## src/rtl/spi_master_ctrl.sv

```systemverilog
// SPI mode-0 initiator: shifts an (ADDR_SIZE+2)-bit RAM command out on MOSI and, for the
// read-data opcode, captures ADDR_SIZE bits from MISO. Starts arriving while busy are dropped.
module spi_master_ctrl #(
  parameter int ADDR_SIZE = 8,
  parameter int CLK_DIV   = 2
) (
  input  logic                 clk,
  input  logic                 rst,
  input  logic                 start,
  input  logic [ADDR_SIZE+1:0] cmd,
  output logic                 busy,
  output logic                 done,
  output logic [ADDR_SIZE-1:0] rd_data,
  output logic                 rd_valid,
  output logic                 sclk,
  output logic                 ss_n,
  output logic                 mosi,
  input  logic                 miso
);

  localparam int CW = ADDR_SIZE + 2;
  localparam int DW = (CLK_DIV > 1) ? $clog2(CLK_DIV) : 1;
  localparam int TW = $clog2(2 * CW + 1);

  localparam logic [DW-1:0] DIV_LAST   = DW'(CLK_DIV - 1);
  // Each phase is measured in half-period ticks; every phase ends on a falling tick.
  localparam logic [TW-1:0] SHIFT_LAST = TW'(2 * CW - 1);
  localparam logic [TW-1:0] TURN_LAST  = TW'(1);
  localparam logic [TW-1:0] READ_LAST  = TW'(2 * ADDR_SIZE - 1);
  localparam logic [TW-1:0] GAP_LAST   = TW'(1);

  typedef enum logic [2:0] {
    S_IDLE,
    S_SETUP,
    S_SHIFT,
    S_TURN,
    S_READ,
    S_GAP
  } state_t;

  state_t                 r_state,   w_state_nxt;
  logic [DW-1:0]          r_div;
  logic [TW-1:0]          r_tcnt,    w_tcnt_nxt;
  logic [CW-1:0]          r_shift,   w_shift_nxt;
  logic [ADDR_SIZE-1:0]   r_rx,      w_rx_nxt;
  logic                   r_rd_op,   w_rd_op_nxt;
  logic                   r_busy,    w_busy_nxt;
  logic                   r_done,    w_done_nxt;
  logic [ADDR_SIZE-1:0]   r_rd_data, w_rd_data_nxt;
  logic                   r_rd_vld,  w_rd_vld_nxt;
  logic                   r_sclk,    w_sclk_nxt;
  logic                   r_ss_n,    w_ss_n_nxt;
  logic                   r_mosi,    w_mosi_nxt;
  logic                   w_tick;

  assign w_tick = r_busy && (r_div == DIV_LAST);

  always_ff @(posedge clk or posedge rst) begin
    if (rst) begin
      r_div <= '0;
    end else if (!r_busy || w_tick) begin
      r_div <= '0;
    end else begin
      r_div <= r_div + DW'(1);
    end
  end

  always_ff @(posedge clk or posedge rst) begin
    if (rst) begin
      r_state   <= S_IDLE;
      r_tcnt    <= '0;
      r_shift   <= '0;
      r_rx      <= '0;
      r_rd_op   <= 1'b0;
      r_busy    <= 1'b0;
      r_done    <= 1'b0;
      r_rd_data <= '0;
      r_rd_vld  <= 1'b0;
      r_sclk    <= 1'b0;
      r_ss_n    <= 1'b1;
      r_mosi    <= 1'b0;
    end else begin
      r_state   <= w_state_nxt;
      r_tcnt    <= w_tcnt_nxt;
      r_shift   <= w_shift_nxt;
      r_rx      <= w_rx_nxt;
      r_rd_op   <= w_rd_op_nxt;
      r_busy    <= w_busy_nxt;
      r_done    <= w_done_nxt;
      r_rd_data <= w_rd_data_nxt;
      r_rd_vld  <= w_rd_vld_nxt;
      r_sclk    <= w_sclk_nxt;
      r_ss_n    <= w_ss_n_nxt;
      r_mosi    <= w_mosi_nxt;
    end
  end

  always_comb begin
    w_state_nxt   = r_state;
    w_tcnt_nxt    = r_tcnt;
    w_shift_nxt   = r_shift;
    w_rx_nxt      = r_rx;
    w_rd_op_nxt   = r_rd_op;
    w_busy_nxt    = r_busy;
    w_done_nxt    = 1'b0;
    w_rd_data_nxt = r_rd_data;
    w_rd_vld_nxt  = 1'b0;
    w_sclk_nxt    = r_sclk;
    w_ss_n_nxt    = r_ss_n;
    w_mosi_nxt    = r_mosi;

    if (w_tick) begin
      w_tcnt_nxt = r_tcnt + TW'(1);
    end

    case (r_state)
      S_IDLE: begin
        w_tcnt_nxt = '0;
        if (start) begin
          w_shift_nxt = cmd;
          w_rd_op_nxt = (cmd[CW-1:CW-2] == 2'b11);
          w_busy_nxt  = 1'b1;
          w_ss_n_nxt  = 1'b0;
          w_mosi_nxt  = cmd[CW-1];
          w_state_nxt = S_SETUP;
        end
      end

      S_SETUP: begin
        if (w_tick) begin
          w_tcnt_nxt  = '0;
          w_state_nxt = S_SHIFT;
        end
      end

      S_SHIFT: begin
        if (w_tick) begin
          w_sclk_nxt = ~r_sclk;
          if (r_sclk) begin
            if (r_tcnt == SHIFT_LAST) begin
              w_mosi_nxt = 1'b0;
              w_tcnt_nxt = '0;
              if (r_rd_op) begin
                w_state_nxt = S_TURN;
              end else begin
                w_ss_n_nxt  = 1'b1;
                w_state_nxt = S_GAP;
              end
            end else begin
              w_shift_nxt = {r_shift[CW-2:0], 1'b0};
              w_mosi_nxt  = r_shift[CW-2];
            end
          end
        end
      end

      // One idle SCLK period lets the slave fetch from its RAM before it drives MISO.
      S_TURN: begin
        if (w_tick) begin
          w_sclk_nxt = ~r_sclk;
          if (r_tcnt == TURN_LAST) begin
            w_tcnt_nxt  = '0;
            w_state_nxt = S_READ;
          end
        end
      end

      S_READ: begin
        if (w_tick) begin
          w_sclk_nxt = ~r_sclk;
          if (!r_sclk) begin
            w_rx_nxt = {r_rx[ADDR_SIZE-2:0], miso};
          end else if (r_tcnt == READ_LAST) begin
            w_rd_data_nxt = r_rx;
            w_rd_vld_nxt  = 1'b1;
            w_ss_n_nxt    = 1'b1;
            w_tcnt_nxt    = '0;
            w_state_nxt   = S_GAP;
          end
        end
      end

      S_GAP: begin
        if (w_tick && (r_tcnt == GAP_LAST)) begin
          w_busy_nxt  = 1'b0;
          w_done_nxt  = 1'b1;
          w_tcnt_nxt  = '0;
          w_state_nxt = S_IDLE;
        end
      end

      default: begin
        w_state_nxt = S_IDLE;
      end
    endcase
  end

  assign busy     = r_busy;
  assign done     = r_done;
  assign rd_data  = r_rd_data;
  assign rd_valid = r_rd_vld;
  assign sclk     = r_sclk;
  assign ss_n     = r_ss_n;
  assign mosi     = r_mosi;

endmodule

```

## config.mk

```make
export PLATFORM = sky130hd
export DESIGN_NAME = spi_master_ctrl
export DESIGN_NICKNAME = d
export VERILOG_FILES = /design/src/rtl/spi_master_ctrl.sv
export SDC_FILE = /design/constraint.sdc
export NUM_CORES = 1
export LEC_CHECK = 0
export BUFFER_PORTS_ARGS = -buffer_cell sky130_fd_sc_hd__buf_2
export CAP_MARGIN = 10
export CORE_MARGIN = 2
export CORE_UTILIZATION = 56
export CTS_CLUSTER_DIAMETER = 30
export DETAILED_ROUTE_END_ITERATION = 8
export GPL_ROUTABILITY_DRIVEN = 0
export PLACE_DENSITY = 0.76
export SYNTH_ARGS = -nofsm -noshare
export SYNTH_HDL_FRONTEND = slang
export SYNTH_SLANG_ARGS = --single-unit
```

## constraint.sdc

```tcl
create_clock -name clk -period 2.3 [get_ports clk]
set_input_delay 0 -clock clk [delete_from_list [all_inputs] [get_ports clk]]
set_output_delay 0 -clock clk [all_outputs]
set_load 0.01 [all_outputs]
```

Yosys cells after proc, flatten, opt, wreduce, memory -nomap -nowiden. Index checks and enable logic that the tools add are counted.

Register bits: 41. Input port bits: 14. Output and inout port bits: 14. Word-level logic and storage cells: 110.

Add/sub/neg operators: 2. Equal/unequal tests: 22. Muxes and demuxes: 54. Bitwise gates (word level): 1. Reductions and logical operators: 18.

Operators by type and width (count): $mux W5 (11); $mux W3 (12); $mux W9 (4); $pmux W5 S6 (1); $ne A2 B2 Y1 const B (13); $mux W1 (21); $pmux W3 S6 (1); $pmux W9 S2 (1); $reduce_and A11 Y1 (1); $reduce_and A9 Y1 (1); $reduce_and A4 Y1 (2); $eq A3 B2 Y1 const B (2); $eq A3 B3 Y1 const B (2); $reduce_and A3 Y1 (2); $add A5 B1 Y5 const B (1); $eq A5 B1 Y1 const B (1); $eq A5 B4 Y1 const B (1); $eq A5 B5 Y1 const B (1); $reduce_and A5 Y1 (1); $pmux W1 S2 (2); $reduce_and A2 Y1 (2); $reduce_bool A2 Y1 (2); $eq A3 B1 Y1 const B (1); $logic_not A3 Y1 (1); other kinds (9) (10).

Depth between registers and ports, before layout.
Depth after elaboration: 6. Gate-level depth with buffers: 8.

Worst setup path before layout. OpenSTA, ideal clock, no wires.

Kind: register to register. From: reg r_tcnt[0]. To: reg r_rd_data[0], in the netlist rd_data[0]. Library setup time: 0.125 ns. Arrival time: 1.743 ns. Data required time: 2.175 ns. Path slack: 0.432 ns. Cell stages (with the launch flop): 7. Path buffers: 0. Period minus slack after synthesis: 1.868 ns. Cell sequence: dfrtp_1 -> ha_1 -> and3_1 -> ha_1 -> nand4_1 -> nor3_4 -> mux2_2.

Word-level cells in the longest chain between the ends: 2.

Ends and longest elaborated chain: from (decl) (RTL line 43) `logic [TW-1:0] r_tcnt, w_tcnt_nxt;`; from (signal assigned) (RTL line 84) `r_tcnt <= w_tcnt_nxt;`; $eq A5 B4 Y1 (RTL line 173) `end else if (r_tcnt == READ_LAST) begin`; $reduce_and A4 Y1 (no line); to (signal assigned) (RTL line 90) `r_rd_data <= w_rd_data_nxt;`; to (decl) (RTL line 49) `logic [ADDR_SIZE-1:0] r_rd_data, w_rd_data_nxt;`.

No other way between the ends. A chain may end at the register's enable or synchronous reset.

Final worst setup path.
From: reg r_tcnt[0]. To: reg r_rd_data[1], in the netlist rd_data[1].

The elaborated chain is that of the path after synthesis.

==> run metrics <==
worst endpoint required time 2540 ps; highest cell delay on the worst timing path 450 ps; cells after synthesis 188; total number of H-tree levels 2; filler instances about 270; portion of the post-synthesis area used by sequential elements 0.506; headroom to the max-slew limit 0.593; post-route fraction of the period consumed by the critical path 0.929; number of cell instances on the worst register-to-register path 7; area of the core about 3400 µm²; most frequent cells in the layout dfrtp_1, buf_2, nand2_1; Max IR drop VDD approximately 0.00047 V; clock-pin transition on the worst setup and hold timing paths roughly 120 ps; die outline height between 60 and 70 µm; vias in the first global route about 1.6k; TritonCTS clock tree yes; final critical-path setup slack around 160 ps; Max Freq roughly 470 MHz; DPL Wire Length roughly 3.0 mm; area enclosed by the die boundary ~4100 µm²; proportion of layout cells with a drive suffix above 1 0.295; area growth from synthesis to layout 18.7%; kind of cell adding the most delay to the critical path simple AND/OR/NAND/NOR gates; slowest stage cell, crit path dfrtp_1; number of synthesized flops with an enable pin 0; worst setup path category flop to flop; via total after detailed routing 1601; Antenna diodes 0; Clock Root Buffer clkbuf_4; detailed-router iteration count before antenna repair 4; worst reg2reg startpoint r_tcnt[0]; worst-path maximum fanout 9; kind of end point of the critical path flop; number of pins exceeding their max-slew limit in the final report 0; wire length per cell after detailed routing about 16 µm; setup slack on the worst flop-to-flop path roughly 160 ps; global-route usage over all layers 0.246; Post-Place Worst Slack around 120 ps; number of hold violations in the final report 0; initial antenna violation count 0; initial detailed-routing violation count 167; final standard cell count with taps included and fillers excluded 280; unrepaired setup endpoints after global routing false; number of placement rows 21; worst skew pair latency around 340 ps; count of placed standard cells including taps roughly 260; PD cells about 520 nW/µm²; width of the die roughly 64 µm; netlist area before placement between 2000 and 2500 µm²; shortest clock period the worst path allows after layout ~2100 ps; critical path buffer and inverter count 1; final setup violation count 0; final setup TNS 0 ps; syn nets about 200; Hold/Removal Path Class input pin to async pin; post-synthesis async set-or-reset flop share 1.00; CP cell instances ha_1 -> and3_1 -> ha_1 -> nand4_1 -> nor3_4 -> buf_12 -> mux2_2; post-CTS resize count 0; number of warnings reported in the yosys synthesis log 0; most common cell after layout, fill and taps aside dfrtp_1; cts bufs inserted 5; count of distinct cell types in the synthesized netlist 46; synthesis-stage register bit count between 40 and 50; I/O pin count 28; GRT overflow 0; leakage dissipation roughly 0.0011 µW; result of the run finished, final reports clean; average via count per standard cell 5.72; number of clock sinks seen by CTS 41; max-cap check violation count 0; largest net degree at the start of global routing 42; worst r2r dst rd_data[1]; arrival time at the worst endpoint roughly 2400 ps; DRC Markers 0; startpoint class of the critical path flop; WL final between 4 and 5 mm; Mean Syn Cell Area ~11 µm²; clock tree buffer depth 2; slew of the pin with the lowest slew margin 610 ps; number of nets still failing antenna checks after routing 0; Buffers on Ports 27; Clock Skews 5.37 ps; cell seen most often among critical-path stages ha_1; wire length of the first global-routing pass approximately 7.7 mm; initial core utilization 0.595; final net count 251; most common flop cell mapped by yosys dfrtp_1
logic make-up after synthesis:
kind of cell,after synthesis,synth area share
XOR/XNOR,2,0.00863
buffers and inverters,14,0.0363
flip-flops,41,0.506
multiplexers,24,0.128
adder cells (fa/ha/maj),5,0.0302
AND/OR/NAND/NOR,65,0.182
AO/OA/AOI/OAI,37,0.109
Yosys cell counts, types with 4 or more instances:
cell type	count	area (µm²)
dfrtp_1	40	1000
a21oi_1	6	30.0
nand2_1	25	93.8
o21ai_0	7	35.0
a31oi_1	4	25.0
mux2_2	16	180
ha_1	4	50.1
o21ai_1	9	45.0
inv_1	5	18.8
nor2_1	8	30.0
buf_2	5	25.0
mux2i_1	8	80.1
nand3_1	6	30.0
what timing repair did:
item / in CTS / in global routing
hold endpoints to repair: 54 / 0
hold buffers: 13 / 0
setup buffers: 0 / 1
endpoints found under the setup margin: 0 / 8
flip-flops by register name, summed over array words and instances (netlist names):
register and cells:
r_rd_op 1, sclk 1, busy 1, r_div 1
done 1, r_state 3, r_shift 9, r_rx 8
rd_data 8, r_tcnt 5, mosi 1, rd_valid 1
ss_n 1
final cells by class:
class	count	area [µm²]	area share
Inverter	6	22.5	0.00934
Multi-Input combinational cell	133	930	0.386
Tap cell	46	57.6	0.0239
Clock buffer	6	41.3	0.0171
Timing Repair Buffer	46	323	0.134
Clock inverter	2	10.0	0.00415
Sequential cell	41	1030	0.426
per-stage QoR:
stage	cell area, µm²	hold slack (ps)	total power (µW)	utilization
floorplan	2030	136	873	-
detailed placement	2210	148	913	0.647
global route	2410	365	1340	0.706
global placement	2210	140	905	0.647
finish	2410	318	1270	0.706
CTS	2390	302	1270	0.700
metal layers:
layer / global-route usage / vias up / part of all wire
met4: 0.0957 / 0 / 0.028
met5: 0 / - / 0
met1: 0.297 / 786 / 0.41
met3: 0.0563 / 10 / 0.041
met2: 0.427 / 46 / 0.52
li1: - / 759 / -
worst reg2reg max path, delay by kind of cell (launching register included):
kind                     cells  cell delay, ps
adder cells (fa/ha/maj)      2             450
buffers and inverters        1             150
flip-flops                   1             450
multiplexers                 1             340
AND/OR/NAND/NOR              3             640
power by group:
part	internal [µW]	switching, µW
clock network	117	227
logic	65.3	87.6
registers	746	23.0
total	928	338
worst max-delay path by stage:
stage | from | endpoint | slack, ps | cells after the start
floorplan | r_tcnt[0] | rd_data[0] | 430 | 6
global placement | r_tcnt[0] | rd_data[3] | 260 | 6
detailed placement | r_tcnt[0] | rd_data[1] | 120 | 6
CTS | r_tcnt[0] | rd_data[1] | 90 | 6
global route | r_tcnt[0] | rd_data[6] | 60 | 7
finish | r_tcnt[0] | rd_data[1] | 160 | 7
Power figures use the tool's default switching activity.
